<file path="config.mk">
export PLATFORM = sky130hd
export DESIGN_NAME = dcache_stage_flat
export DESIGN_NICKNAME = d
export VERILOG_FILES = /design/src/rtl/dcache_pkg.sv /design/src/rtl/dcache_stage_if.sv /design/src/rtl/dcache_array.sv /design/src/rtl/dcache_stage.sv /design/src/flat_wrapper.sv
export SDC_FILE = /design/constraint.sdc
export NUM_CORES = 1
export LEC_CHECK = 0
export BUFFER_PORTS_ARGS = -buffer_cell sky130_fd_sc_hd__buf_2
export CAP_MARGIN = 10
export CORE_UTILIZATION = 55
export CTS_CLUSTER_DIAMETER = 60
export DETAILED_ROUTE_END_ITERATION = 10
export MAX_ROUTING_LAYER = met4
export PLACE_DENSITY = 0.83
export REMOVE_ABC_BUFFERS = 1
export SLEW_MARGIN = 10
export SYNTH_ARGS = -nofsm -noshare
export SYNTH_HDL_FRONTEND = slang
export SYNTH_SLANG_ARGS = --single-unit
</file>
<file path="constraint.sdc">
create_clock -name clk -period 7 [get_ports clk]
set_input_delay 1.05 -clock clk [delete_from_list [all_inputs] [get_ports clk]]
set_output_delay 1.05 -clock clk [all_outputs]
set_load 0.01 [all_outputs]
</file>
<file path="src/rtl/dcache_pkg.sv">
// Shared types and geometry for the C-stage data cache: FSM states, access
// encodings and the default line/index/tag split.
package dcache_pkg;

  localparam int DC_DATA_WIDTH = 32;
  localparam int DC_LINES      = 4;
  localparam int DC_LINE_BYTES = 16;

  localparam int DC_OFFSET_W = $clog2(DC_LINE_BYTES);
  localparam int DC_INDEX_W  = $clog2(DC_LINES);
  localparam int DC_TAG_W    = DC_DATA_WIDTH - DC_OFFSET_W - DC_INDEX_W;

  typedef enum logic [1:0] {
    IDLE = 2'd0,
    WB   = 2'd1,
    FILL = 2'd2
  } dc_state_t;

  // C_DC_rd_wr encodings; 2'b11 is deliberately absent and behaves as NONE
  localparam logic [1:0] OP_NONE  = 2'b00;
  localparam logic [1:0] OP_LOAD  = 2'b01;
  localparam logic [1:0] OP_STORE = 2'b10;

  localparam logic SIZE_BYTE = 1'b0;
  localparam logic SIZE_WORD = 1'b1;

endpackage

</file>
<file path="src/rtl/dcache_stage_if.sv">
// Line-granular memory port between the data cache and main memory.
interface dcache_stage_if
  import dcache_pkg::*;
#(
    parameter int DATA_WIDTH = DC_DATA_WIDTH,
    parameter int LINE_BYTES = DC_LINE_BYTES
);

  // Handshake: the cache raises mem_req with mem_we/mem_addr/mem_wdata and holds
  // all four stable until the edge where mem_ack (a one-cycle pulse) is seen;
  // mem_rdata is only meaningful in the mem_ack cycle; mem_ack without mem_req
  // carries no meaning and is ignored.
  logic                    mem_req;
  logic                    mem_we;
  logic [DATA_WIDTH-1:0]   mem_addr;
  logic [LINE_BYTES*8-1:0] mem_wdata;
  logic [LINE_BYTES*8-1:0] mem_rdata;
  logic                    mem_ack;

  modport master (
    output mem_req, mem_we, mem_addr, mem_wdata,
    input  mem_rdata, mem_ack
  );

  modport slave (
    input  mem_req, mem_we, mem_addr, mem_wdata,
    output mem_rdata, mem_ack
  );

endinterface

</file>
<file path="src/rtl/dcache_array.sv">
// Tag/valid/dirty/data storage: one combinational read port and one
// synchronous write port that either merges store bytes or installs a whole line.
module dcache_array
  import dcache_pkg::*;
#(
    parameter int LINES      = DC_LINES,
    parameter int LINE_BYTES = DC_LINE_BYTES,
    parameter int TAG_W      = DC_TAG_W,
    localparam int INDEX_W   = $clog2(LINES),
    localparam int LINE_W    = LINE_BYTES * 8
) (
    input  logic                  clk,
    input  logic                  reset,
    input  logic [INDEX_W-1:0]    rd_index,
    output logic                  rd_valid,
    output logic                  rd_dirty,
    output logic [TAG_W-1:0]      rd_tag,
    output logic [LINE_W-1:0]     rd_line,
    input  logic                  wr_en,
    input  logic                  wr_fill,
    input  logic [INDEX_W-1:0]    wr_index,
    input  logic [TAG_W-1:0]      wr_tag,
    input  logic [LINE_BYTES-1:0] wr_be,
    input  logic [LINE_W-1:0]     wr_data
);

    logic [LINE_W-1:0] data_q [LINES];
    logic [TAG_W-1:0]  tag_q  [LINES];
    logic [LINES-1:0]  valid_q;
    logic [LINES-1:0]  dirty_q;

    assign rd_valid = valid_q[rd_index];
    assign rd_dirty = dirty_q[rd_index];
    assign rd_tag   = tag_q[rd_index];
    assign rd_line  = data_q[rd_index];

    // Payload storage carries no reset; valid bits guard every use of it.
    always_ff @(posedge clk) begin
        if (wr_en) begin
            for (int b = 0; b < LINE_BYTES; b++) begin
                if (wr_fill || wr_be[b]) begin
                    data_q[wr_index][b*8 +: 8] <= wr_data[b*8 +: 8];
                end
            end
            if (wr_fill) begin
                tag_q[wr_index] <= wr_tag;
            end
        end
    end

    always_ff @(posedge clk) begin
        if (reset) begin
            valid_q <= '0;
            dirty_q <= '0;
        end else if (wr_en) begin
            if (wr_fill) begin
                valid_q[wr_index] <= 1'b1;
                dirty_q[wr_index] <= 1'b0;
            end else begin
                dirty_q[wr_index] <= 1'b1;
            end
        end
    end

endmodule

</file>
<file path="src/rtl/dcache_stage.sv">
// Memory (C) stage: direct-mapped write-back/write-allocate data cache with a
// blocking miss FSM, registering its result into the C->W boundary.
module dcache_stage
  import dcache_pkg::*;
#(
    parameter int DATA_WIDTH = DC_DATA_WIDTH,
    parameter int LINES      = DC_LINES,
    parameter int LINE_BYTES = DC_LINE_BYTES
) (
    input  logic                  clk,
    input  logic                  reset,
    input  logic [DATA_WIDTH-1:0] C_w,
    input  logic [DATA_WIDTH-1:0] C_sdata,
    input  logic [6:0]            C_regDst,
    input  logic [1:0]            C_DC_rd_wr,
    input  logic                  C_DC_we,
    input  logic                  C_MuxD,
    input  logic                  C_RF_wrd,
    output logic                  stall,
    output logic [DATA_WIDTH-1:0] W_data,
    output logic [6:0]            W_regDst,
    output logic                  W_RF_wrd,
    dcache_stage_if.master        mem,
    output dc_state_t             dbg_state
);

    localparam int OFFSET_W   = $clog2(LINE_BYTES);
    localparam int INDEX_W    = $clog2(LINES);
    localparam int TAG_W      = DATA_WIDTH - OFFSET_W - INDEX_W;
    localparam int LINE_W     = LINE_BYTES * 8;
    localparam int WORD_BYTES = DATA_WIDTH / 8;
    localparam int WORDS      = LINE_BYTES / WORD_BYTES;
    localparam logic [LINE_BYTES-1:0] WORD_BE =
        {{(LINE_BYTES-WORD_BYTES){1'b0}}, {WORD_BYTES{1'b1}}};
    localparam logic [LINE_BYTES-1:0] BYTE_BE = {{(LINE_BYTES-1){1'b0}}, 1'b1};

    dc_state_t state;

    logic [OFFSET_W-1:0] c_offset;
    logic [OFFSET_W-1:0] c_word_off;
    logic [INDEX_W-1:0]  c_index;
    logic [TAG_W-1:0]    c_tag;

    logic              arr_valid;
    logic              arr_dirty;
    logic [TAG_W-1:0]  arr_tag;
    logic [LINE_W-1:0] arr_line;

    logic is_load, is_store, is_mem, hit, miss;
    logic store_wr, fill_wr, ack_seen;

    logic [LINE_W-1:0]     word_shifted;
    logic [LINE_W-1:0]     byte_shifted;
    logic [DATA_WIDTH-1:0] load_data;
    logic [LINE_BYTES-1:0] st_be;
    logic [LINE_W-1:0]     st_data;
    logic [LINE_W-1:0]     wr_data;
    logic [DATA_WIDTH-1:0] fill_addr;
    logic [DATA_WIDTH-1:0] wb_addr;

    logic                  req_q;
    logic                  we_q;
    logic [DATA_WIDTH-1:0] addr_q;
    logic [LINE_W-1:0]     wdata_q;

    assign c_offset   = C_w[OFFSET_W-1:0];
    assign c_word_off = c_offset & ~OFFSET_W'(WORD_BYTES - 1);
    assign c_index    = C_w[OFFSET_W +: INDEX_W];
    assign c_tag      = C_w[DATA_WIDTH-1 -: TAG_W];

    assign is_load  = (C_DC_rd_wr == OP_LOAD);
    assign is_store = (C_DC_rd_wr == OP_STORE);
    assign is_mem   = is_load || is_store;
    assign hit      = arr_valid && (arr_tag == c_tag);
    assign miss     = is_mem && !hit;

    // While a miss is in flight the upstream inputs are frozen, so the same
    // access is simply looked up again once the FSM returns to IDLE.
    assign stall = (state != IDLE) || miss;

    assign word_shifted = arr_line >> {c_word_off, 3'b000};
    assign byte_shifted = arr_line >> {c_offset, 3'b000};
    assign load_data = (C_DC_we == SIZE_BYTE)
        ? {{(DATA_WIDTH-8){byte_shifted[7]}}, byte_shifted[7:0]}
        : word_shifted[DATA_WIDTH-1:0];

    assign st_be   = (C_DC_we == SIZE_WORD) ? (WORD_BE << c_word_off) : (BYTE_BE << c_offset);
    assign st_data = (C_DC_we == SIZE_WORD) ? {WORDS{C_sdata}} : {LINE_BYTES{C_sdata[7:0]}};

    assign ack_seen = req_q && mem.mem_ack;
    assign store_wr = (state == IDLE) && is_store && hit;
    assign fill_wr  = (state == FILL) && ack_seen;
    assign wr_data  = fill_wr ? mem.mem_rdata : st_data;

    assign fill_addr = {c_tag, c_index, {OFFSET_W{1'b0}}};
    assign wb_addr   = {arr_tag, c_index, {OFFSET_W{1'b0}}};

    dcache_array #(
        .LINES      (LINES),
        .LINE_BYTES (LINE_BYTES),
        .TAG_W      (TAG_W)
    ) u_array (
        .clk      (clk),
        .reset    (reset),
        .rd_index (c_index),
        .rd_valid (arr_valid),
        .rd_dirty (arr_dirty),
        .rd_tag   (arr_tag),
        .rd_line  (arr_line),
        .wr_en    ((store_wr || fill_wr) && !reset),
        .wr_fill  (fill_wr),
        .wr_index (c_index),
        .wr_tag   (c_tag),
        .wr_be    (st_be),
        .wr_data  (wr_data)
    );

    // Reset outranks a same-cycle mem_ack, abandoning any open transaction.
    always_ff @(posedge clk) begin
        if (reset) begin
            state   <= IDLE;
            req_q   <= 1'b0;
            we_q    <= 1'b0;
            addr_q  <= '0;
            wdata_q <= '0;
        end else begin
            case (state)
                IDLE: begin
                    if (miss) begin
                        req_q <= 1'b1;
                        if (arr_valid && arr_dirty) begin
                            state   <= WB;
                            we_q    <= 1'b1;
                            addr_q  <= wb_addr;
                            wdata_q <= arr_line;
                        end else begin
                            state  <= FILL;
                            we_q   <= 1'b0;
                            addr_q <= fill_addr;
                        end
                    end
                end
                WB: begin
                    if (ack_seen) begin
                        state  <= FILL;
                        we_q   <= 1'b0;
                        addr_q <= fill_addr;
                    end
                end
                FILL: begin
                    if (ack_seen) begin
                        state <= IDLE;
                        req_q <= 1'b0;
                    end
                end
                default: begin
                    state <= IDLE;
                    req_q <= 1'b0;
                end
            endcase
        end
    end

    always_ff @(posedge clk) begin
        if (reset) begin
            W_data   <= '0;
            W_regDst <= '0;
            W_RF_wrd <= 1'b0;
        end else if (stall) begin
            W_RF_wrd <= 1'b0;
        end else begin
            W_data   <= C_MuxD ? load_data : C_w;
            W_regDst <= C_regDst;
            W_RF_wrd <= C_RF_wrd;
        end
    end

    assign mem.mem_req   = req_q;
    assign mem.mem_we    = we_q;
    assign mem.mem_addr  = addr_q;
    assign mem.mem_wdata = wdata_q;
    assign dbg_state     = state;

endmodule

</file>
<file path="src/flat_wrapper.sv">
// flat-port wrapper written by rule: the top's interface ports become plain ports
module dcache_stage_flat import dcache_pkg::*;
#(
    parameter int DATA_WIDTH = DC_DATA_WIDTH,
    parameter int LINES      = DC_LINES,
    parameter int LINE_BYTES = DC_LINE_BYTES
)
  (clk, reset, C_w, C_sdata, C_regDst, C_DC_rd_wr, C_DC_we, C_MuxD, C_RF_wrd, stall, W_data, W_regDst, W_RF_wrd, dbg_state, mem_mem_req, mem_mem_we, mem_mem_addr, mem_mem_wdata, mem_mem_rdata, mem_mem_ack);
  dcache_stage_if #(.DATA_WIDTH(DATA_WIDTH), .LINE_BYTES(LINE_BYTES)) mem_i ();
  input  logic clk;
  input  logic reset;
  input  logic [DATA_WIDTH-1:0] C_w;
  input  logic [DATA_WIDTH-1:0] C_sdata;
  input  logic [6:0] C_regDst;
  input  logic [1:0] C_DC_rd_wr;
  input  logic C_DC_we;
  input  logic C_MuxD;
  input  logic C_RF_wrd;
  output logic stall;
  output logic [DATA_WIDTH-1:0] W_data;
  output logic [6:0] W_regDst;
  output logic W_RF_wrd;
  output dc_state_t dbg_state;
  output wire logic [$bits(mem_i.mem_req)-1:0] mem_mem_req;
  output wire logic [$bits(mem_i.mem_we)-1:0] mem_mem_we;
  output wire logic [$bits(mem_i.mem_addr)-1:0] mem_mem_addr;
  output wire logic [$bits(mem_i.mem_wdata)-1:0] mem_mem_wdata;
  input wire logic [$bits(mem_i.mem_rdata)-1:0] mem_mem_rdata;
  input wire logic [$bits(mem_i.mem_ack)-1:0] mem_mem_ack;
  assign mem_mem_req = mem_i.mem_req;
  assign mem_mem_we = mem_i.mem_we;
  assign mem_mem_addr = mem_i.mem_addr;
  assign mem_mem_wdata = mem_i.mem_wdata;
  assign mem_i.mem_rdata = mem_mem_rdata;
  assign mem_i.mem_ack = mem_mem_ack;
  dcache_stage #(.DATA_WIDTH(DATA_WIDTH), .LINES(LINES), .LINE_BYTES(LINE_BYTES)) u_core (.clk(clk), .reset(reset), .C_w(C_w), .C_sdata(C_sdata), .C_regDst(C_regDst), .C_DC_rd_wr(C_DC_rd_wr), .C_DC_we(C_DC_we), .C_MuxD(C_MuxD), .C_RF_wrd(C_RF_wrd), .stall(stall), .W_data(W_data), .W_regDst(W_regDst), .W_RF_wrd(W_RF_wrd), .mem(mem_i), .dbg_state(dbg_state));
endmodule
</file>
* Yosys cells after proc, flatten, opt, wreduce, memory -nomap -nowiden
Memories as Yosys holds them, arrays and structs flattened. Cells that the tools add are included.
Storage, ports and cells: bits in registers 212, RAM bits 616, bits of input ports 207, output and inout port bits 205, logic and storage cells 148, memories 2
Cells by class: $lt $le $gt $ge 2, equal/unequal tests 8, shift-type cells 4, mux-type cells 78, bitwise gates (word level) 5, reduce and logical (&&, ||, !) cells 39
Memory list:
- u_core.u_array.data_q | words 4, width 128, read ports 1, clocked after Yosys merged registers in 0, wr ports 1, line dcache_array.sv:27 | logic [LINE_W-1:0] data_q [LINES];
- u_core.u_array.tag_q | words 4, width 26, read ports 1, clocked after Yosys merged registers in 0, wr ports 1, line dcache_array.sv:28 | logic [TAG_W-1:0] tag_q [LINES];
Operators by type and width (count):
- two-way mux 128 bit | 2
- two-way mux 32 bit | 5
- right shift 128 x 7 -> 32 bit | 1
- right shift 128 x 7 -> 8 bit | 1
- one-hot mux 32 bit (2 select lines) | 1
- two-way mux 1 bit | 58
- == test 26 bit | 1
- logical OR 1 bit | 19
- two-way mux 16 bit | 1
- left shift 1 x 4 -> 16 bit (first input constant) | 1
- left shift 4 x 4 -> 16 bit (first input constant) | 1
- AND reduction 3 bit | 4
- logical AND 1 bit | 9
- two-way mux 2 bit | 4
- bitwise OR 4 bit | 2
- inequality test 2 x 1 -> 1 bit (second input constant) | 3
- one-hot mux 2 bit (3 select lines) | 1
- bitwise AND 4 bit | 1
- binary-select mux 1 bit (select 2 bit) | 2
- == test 2 x 1 -> 1 bit (second input constant) | 2
- == test 2 bit (second input constant) | 2
- two-way mux 4 bit | 1
- NOT 4 bit | 1
- nonzero test 2 bit | 2
- other kinds (10) | 11

* Depth between registers and ports, before layout
depth after elaboration 8, gate-level depth with buffers 15, depth with buffers taken out 8

* Modules after synthesis
A second synthesis with hierarchy kept.
Unflattened totals: cells, all modules 2153, area total of the unflattened synthesis 33623.5 um^2
Modules (own cells, without submodules):
- dcache_array | times used 1, cells an instance 925, area an instance 23060.9 um^2, seq. area each 18657.9 um^2
- dcache_stage | times used 1, cells an instance 1228, area an instance 10562.6 um^2, seq. area each 4003.8 um^2

* Worst setup path before layout
Ideal clock, no wire load.
path type in2reg, start input C_w[4], end memory u_core.u_array.tag_q[3][0] (netlist name) (enable), setup time 0.442 ns, arrival time 4.888 ns, data required time 6.558 ns, setup slack 1.670 ns, stages 12, path buffers 10, cell sequence buf_6 buf_4 buf_6 buf_4 buf_6 buf_2 buf_4 buf_4 buf_2 buf_2 nand2_1 nor3_1
On the way: word-level cells in the longest chain between the ends 8, elaborated cells between the ends (all ways) 10, classes of those cells eq/ne (1); mux (4); reduce/logical (4); memory (1)
Ends and longest elaborated chain:
- start: declaration | line flat_wrapper.sv:12 | input logic [DATA_WIDTH-1:0] C_w;
- memory read (4 x 26 bit) or binary-select mux 1 bit (select 2 bit) (tied branches)
- == test 26 bit or two-way mux 1 bit (tied branches) | line dcache_stage.sv:74, dcache_array.sv:32
- logical AND 1 bit | line dcache_stage.sv:74 | assign hit = arr_valid && (arr_tag == c_tag);
- logical AND 1 bit | line dcache_stage.sv:91 | assign store_wr = (state == IDLE) && is_store && hit;
- logical OR 1 bit | line dcache_stage.sv:110 | .wr_en ((store_wr || fill_wr) && !reset),
- logical AND 1 bit | line dcache_stage.sv:110
- two-way mux 1 bit | line dcache_array.sv:39 | if (wr_en) begin
- two-way mux 1 bit (not written as such) | line dcache_array.sv:46 | tag_q[wr_index] <= wr_tag;
- end: declaration | line dcache_array.sv:28
Parallel ways exist; a longest one is shown, timed or not. The select of a mux whose other input is x is not followed.

* Worst setup path after layout
start input C_w[4], end output stall
On the way: word-level cells in the longest chain between the ends 6, elaborated cells between the ends (all ways) 8, classes of those cells eq/ne (1); mux (2); reduce/logical (4); memory (1)
Ends and longest elaborated chain:
- memory read (4 x 26 bit) or binary-select mux 1 bit (select 2 bit) (tied branches)
- == test 26 bit or two-way mux 1 bit (tied branches) | line dcache_stage.sv:74, dcache_array.sv:32
- logical AND 1 bit * | line dcache_stage.sv:74
- zero test 1 bit * | line dcache_stage.sv:75 | assign miss = is_mem && !hit;
- logical AND 1 bit * | line dcache_stage.sv:75
- logical OR 1 bit * | line dcache_stage.sv:79 | assign stall = (state != IDLE) || miss;
- end: declaration | line flat_wrapper.sv:19 | output logic stall;
Mark *: on every way between the ends. The rest lies on a longest branch, timed or not. The select of a mux whose other input is x is not followed.

==> results.md <==
* Status: completed
* Setup TNS at 0 ps
* Die H at 255.2 um
* Max FO, Critical Path at 74
* Unrepaired setup endpoints after global routing: no
* PD cells at 267.9 nW/um^2
* Rows at 92
* Post-synth EDFFs at a little over 600
* Worst-Skew Late Latency at 650 ps
* Worst setup path class: input port to output port
* Seq cells post-synth at just over 800
* R2r endpoint: u_core.u_array.data_q[1][5]
* Clk buf depth at 3
* Count of final max-slew check failures at 0
* Syn avg cell area at between 10 and 15 sq um
* Worst VDD drop at between 0.15 and 0.2 mV
* Layout cells sized above 1 at 0.2826
* Final clock skew at 30.44 ps
* Hold depth at 2
* WHS Endpoint: u_core.W_regDst[2]
* Cell count of the worst reg-to-reg path at 8
* Detailed router's first-iteration violation count at ~3.6k
* CTS tree: built
* Post-layout minimum cycle time at 5523 ps
* Distinct cells, synth at between 60 and 70
* Post-cts gate resize count at 0
* Endpoint class of the critical path: output port
* Hold Path Class: flip-flop to flip-flop
* Max Cap Violations at 0
* Post-CTS Setup Bufs at 0
* Worst slew margin at 0.1280
* Die Wd at 255.2 um
* Final period util at 0.7890
* Pleak at about 15 nW
* Largest net degree at the start of global routing at 115
* Worst reg2reg startpoint: u_core.u_array.tag_q[3][24]
* Crit path required time at 5950 ps
* Nets at a little over 3k
* GR Util All Layers at 0.3380
* Area Overhead vs Synth at 15.03%
* Critical hold path startpoint: u_core.W_regDst[2]
* CTS Sinks at ~820
* First-pass GRT wire length at approximately 150,000 um
* Initial Util at 0.5580
* CTS Hold Bufs at 0
* Register area at 22,660 sq um
* Crit path arrival time at 4470 ps
* Ys Warns at 0
* R2r setup slk at 2790 ps
* DP Wirelength at ~74,000 um
* Via density at 6.585
* Vias in the first global route at 23.68k
* Final ANT Viol Nets at 0
* Gr ovfl total at 0
* Post-route DRC at 0
* Die area at 65,130 sq um
* Commonest non-fill, non-tap cell in the layout: edfxtp_1
* GPL Wtd Cong at 0.9425
* Fin. Hold Viols at 0
* # fillers at between 4k and 5k
* WL/cell at 28.79 um
* IO Port Bufs at 407
* Slew @ Worst Pin at 1308 ps
* Asr flop ratio synth at 0
* Initial antenna violation count at 7
* Via count at 24.70k
* Synthesized area at 35,260 sq um
* Drt total wl at 108,000 um
* Syn Inst Count at 2,507
* Seq/Total Area, Yosys at 0.6427
* Boundary Pins at 412
* Clock slew at reported path FFs at 60 ps
* Pre-antenna DRT Iters at 6
* Multi-input gate area at 11,600 sq um
* Placed cell count at 3,592
* Core ar. at 63,200 sq um
* F_max at roughly 0.18 GHz
* Leading cell types in the layout, fill and taps excluded: edfxtp_1 (616), buf_2 (404), nand2_1 (241)
* Final cell count without fillers at 3,751
* Finish-stage setup viols at 0
* Clock root buffer: clkbuf_16
* CP Launch Type: input port
* H-tree levels at 3
* Top_reg_cell synth: edfxtp_1
* Total CTS buffers at a little over 80
## power breakdown
part           leakage [nW]  internal, mW  switching [mW]
registers              7.23          5.34          0.0322
clock network          1.34          2.58            1.91
logic                  6.01         0.346           0.646
## synth_stat cells (6+ instances only)
cell type | count | area share
nor3_1 | 8 | 0.0011
o211a_1 | 12 | 0.0034
a22oi_1 | 8 | 0.0017
clkbuf_1 | 117 | 0.012
a221oi_1 | 27 | 0.0067
edfxtp_1 | 616 | 0.52
buf_4 | 20 | 0.0043
o21a_1 | 97 | 0.021
mux2_2 | 58 | 0.019
buf_2 | 41 | 0.0058
xnor2_1 | 14 | 0.0035
o211ai_1 | 20 | 0.0043
nand4_1 | 9 | 0.0016
mux4_2 | 165 | 0.11
a211oi_1 | 6 | 0.0013
a41o_1 | 13 | 0.0037
o21ai_0 | 128 | 0.018
nand3_1 | 121 | 0.017
o22ai_1 | 27 | 0.0048
a21oi_1 | 135 | 0.019
buf_6 | 7 | 0.0022
nand2_1 | 242 | 0.026
buf_1 | 18 | 0.0019
mux2i_1 | 101 | 0.029
and3_1 | 6 | 0.0011
dfxtp_1 | 208 | 0.12
nor2b_1 | 38 | 0.0067
nor2_1 | 115 | 0.012
inv_1 | 36 | 0.0038
nand2b_1 | 21 | 0.0037
o31ai_1 | 15 | 0.0032
## through the flow
| stage | cell area [sq um] | utilization | hold WS (ps) | total power [mW] | worst slack (ps) |
|---|---|---|---|---|---|
| finish | 40560 | 0.6418 | 462.8 | 10.87 | 1477 |
| global route | 40560 | 0.6418 | 486.1 | 11.10 | 1287 |
| CTS | 40530 | 0.6414 | 464.6 | 10.85 | 1508 |
| detailed placement | 37790 | 0.5979 | 453.3 | 6.441 | 1483 |
| global placement | 37790 | 0.5979 | 442.9 | 6.409 | 1561 |
| floorplan | 34320 | - | 431.5 | 5.948 | 565.9 |
## area by class of cell
type	instances	area share
Clock inverter	50	0.01357
Timing Repair Buffer	441	0.05744
Multi-Input combinational cell	1443	0.2861
Antenna cell	7	0.0004319
Tap cell	846	0.02610
Inverter	38	0.003517
Clock buffer	102	0.05417
Sequential cell	824	0.5587
## how the worst max path moves through the flow
| stage | slack [ps] | end | from | depth (start not counted) |
|---|---|---|---|---|
| global placement | 1560 | stall | C_w[4] | 9 |
| floorplan | 570 | u_core.u_array.data_q[0][0] | C_w[4] | 7 |
| global route | 1290 | stall | C_w[5] | 9 |
| finish | 1480 | stall | C_w[4] | 9 |
| CTS | 1510 | stall | C_w[4] | 9 |
| detailed placement | 1480 | u_core.u_array.data_q[0][92] | C_w[4] | 9 |
## critical path: stages
cell     delay, ps
buf_8          480
mux4_2         630
xnor2_1        180
nand4_1        130
nor4_2         580
nand3_1        260
o21ai_2        580
inv_2          250
buf_2          210
## per-layer routing
layer / up-vias / GRT usage / share of wire
met5: - / - / 0
met4: 0 / 0.1579 / 0.049
met3: 283 / 0.08766 / 0.13
met2: 1947 / 0.5046 / 0.46
met1: 12200 / 0.4346 / 0.36
li1: 10270 / - / -
## cells by family (layout without fill, tap and decap cells)
family | after synthesis | count (layout) | share of synthesized area
other | 1 | 11 | 0.0001063
buffers and inverters | 243 | 631 | 0.03101
AO/OA/AOI/OAI | 522 | 522 | 0.09616
AND/OR/NAND/NOR | 575 | 575 | 0.07292
adder cells (fa/ha/maj) | 1 | 1 | 0.0003548
flip-flops | 824 | 824 | 0.6427
multiplexers | 324 | 324 | 0.1526
XOR/XNOR | 17 | 17 | 0.004223
## registers in the layout (all words and copies together), names as in the netlist, named ones only
name                    flops
u_core.mem.mem_we           1
u_core.W_regDst             7
u_core.mem.mem_req          1
u_core.mem.mem_addr        28
u_core.W_RF_wrd             1
u_core.mem.mem_wdata      128
u_core.u_array.data_q     512
u_core.W_data              32
u_core.u_array.tag_q      104
u_core.dbg_state            2
u_core.u_array.valid_q      4
Note: power is estimated with default switching activity, not from simulation.
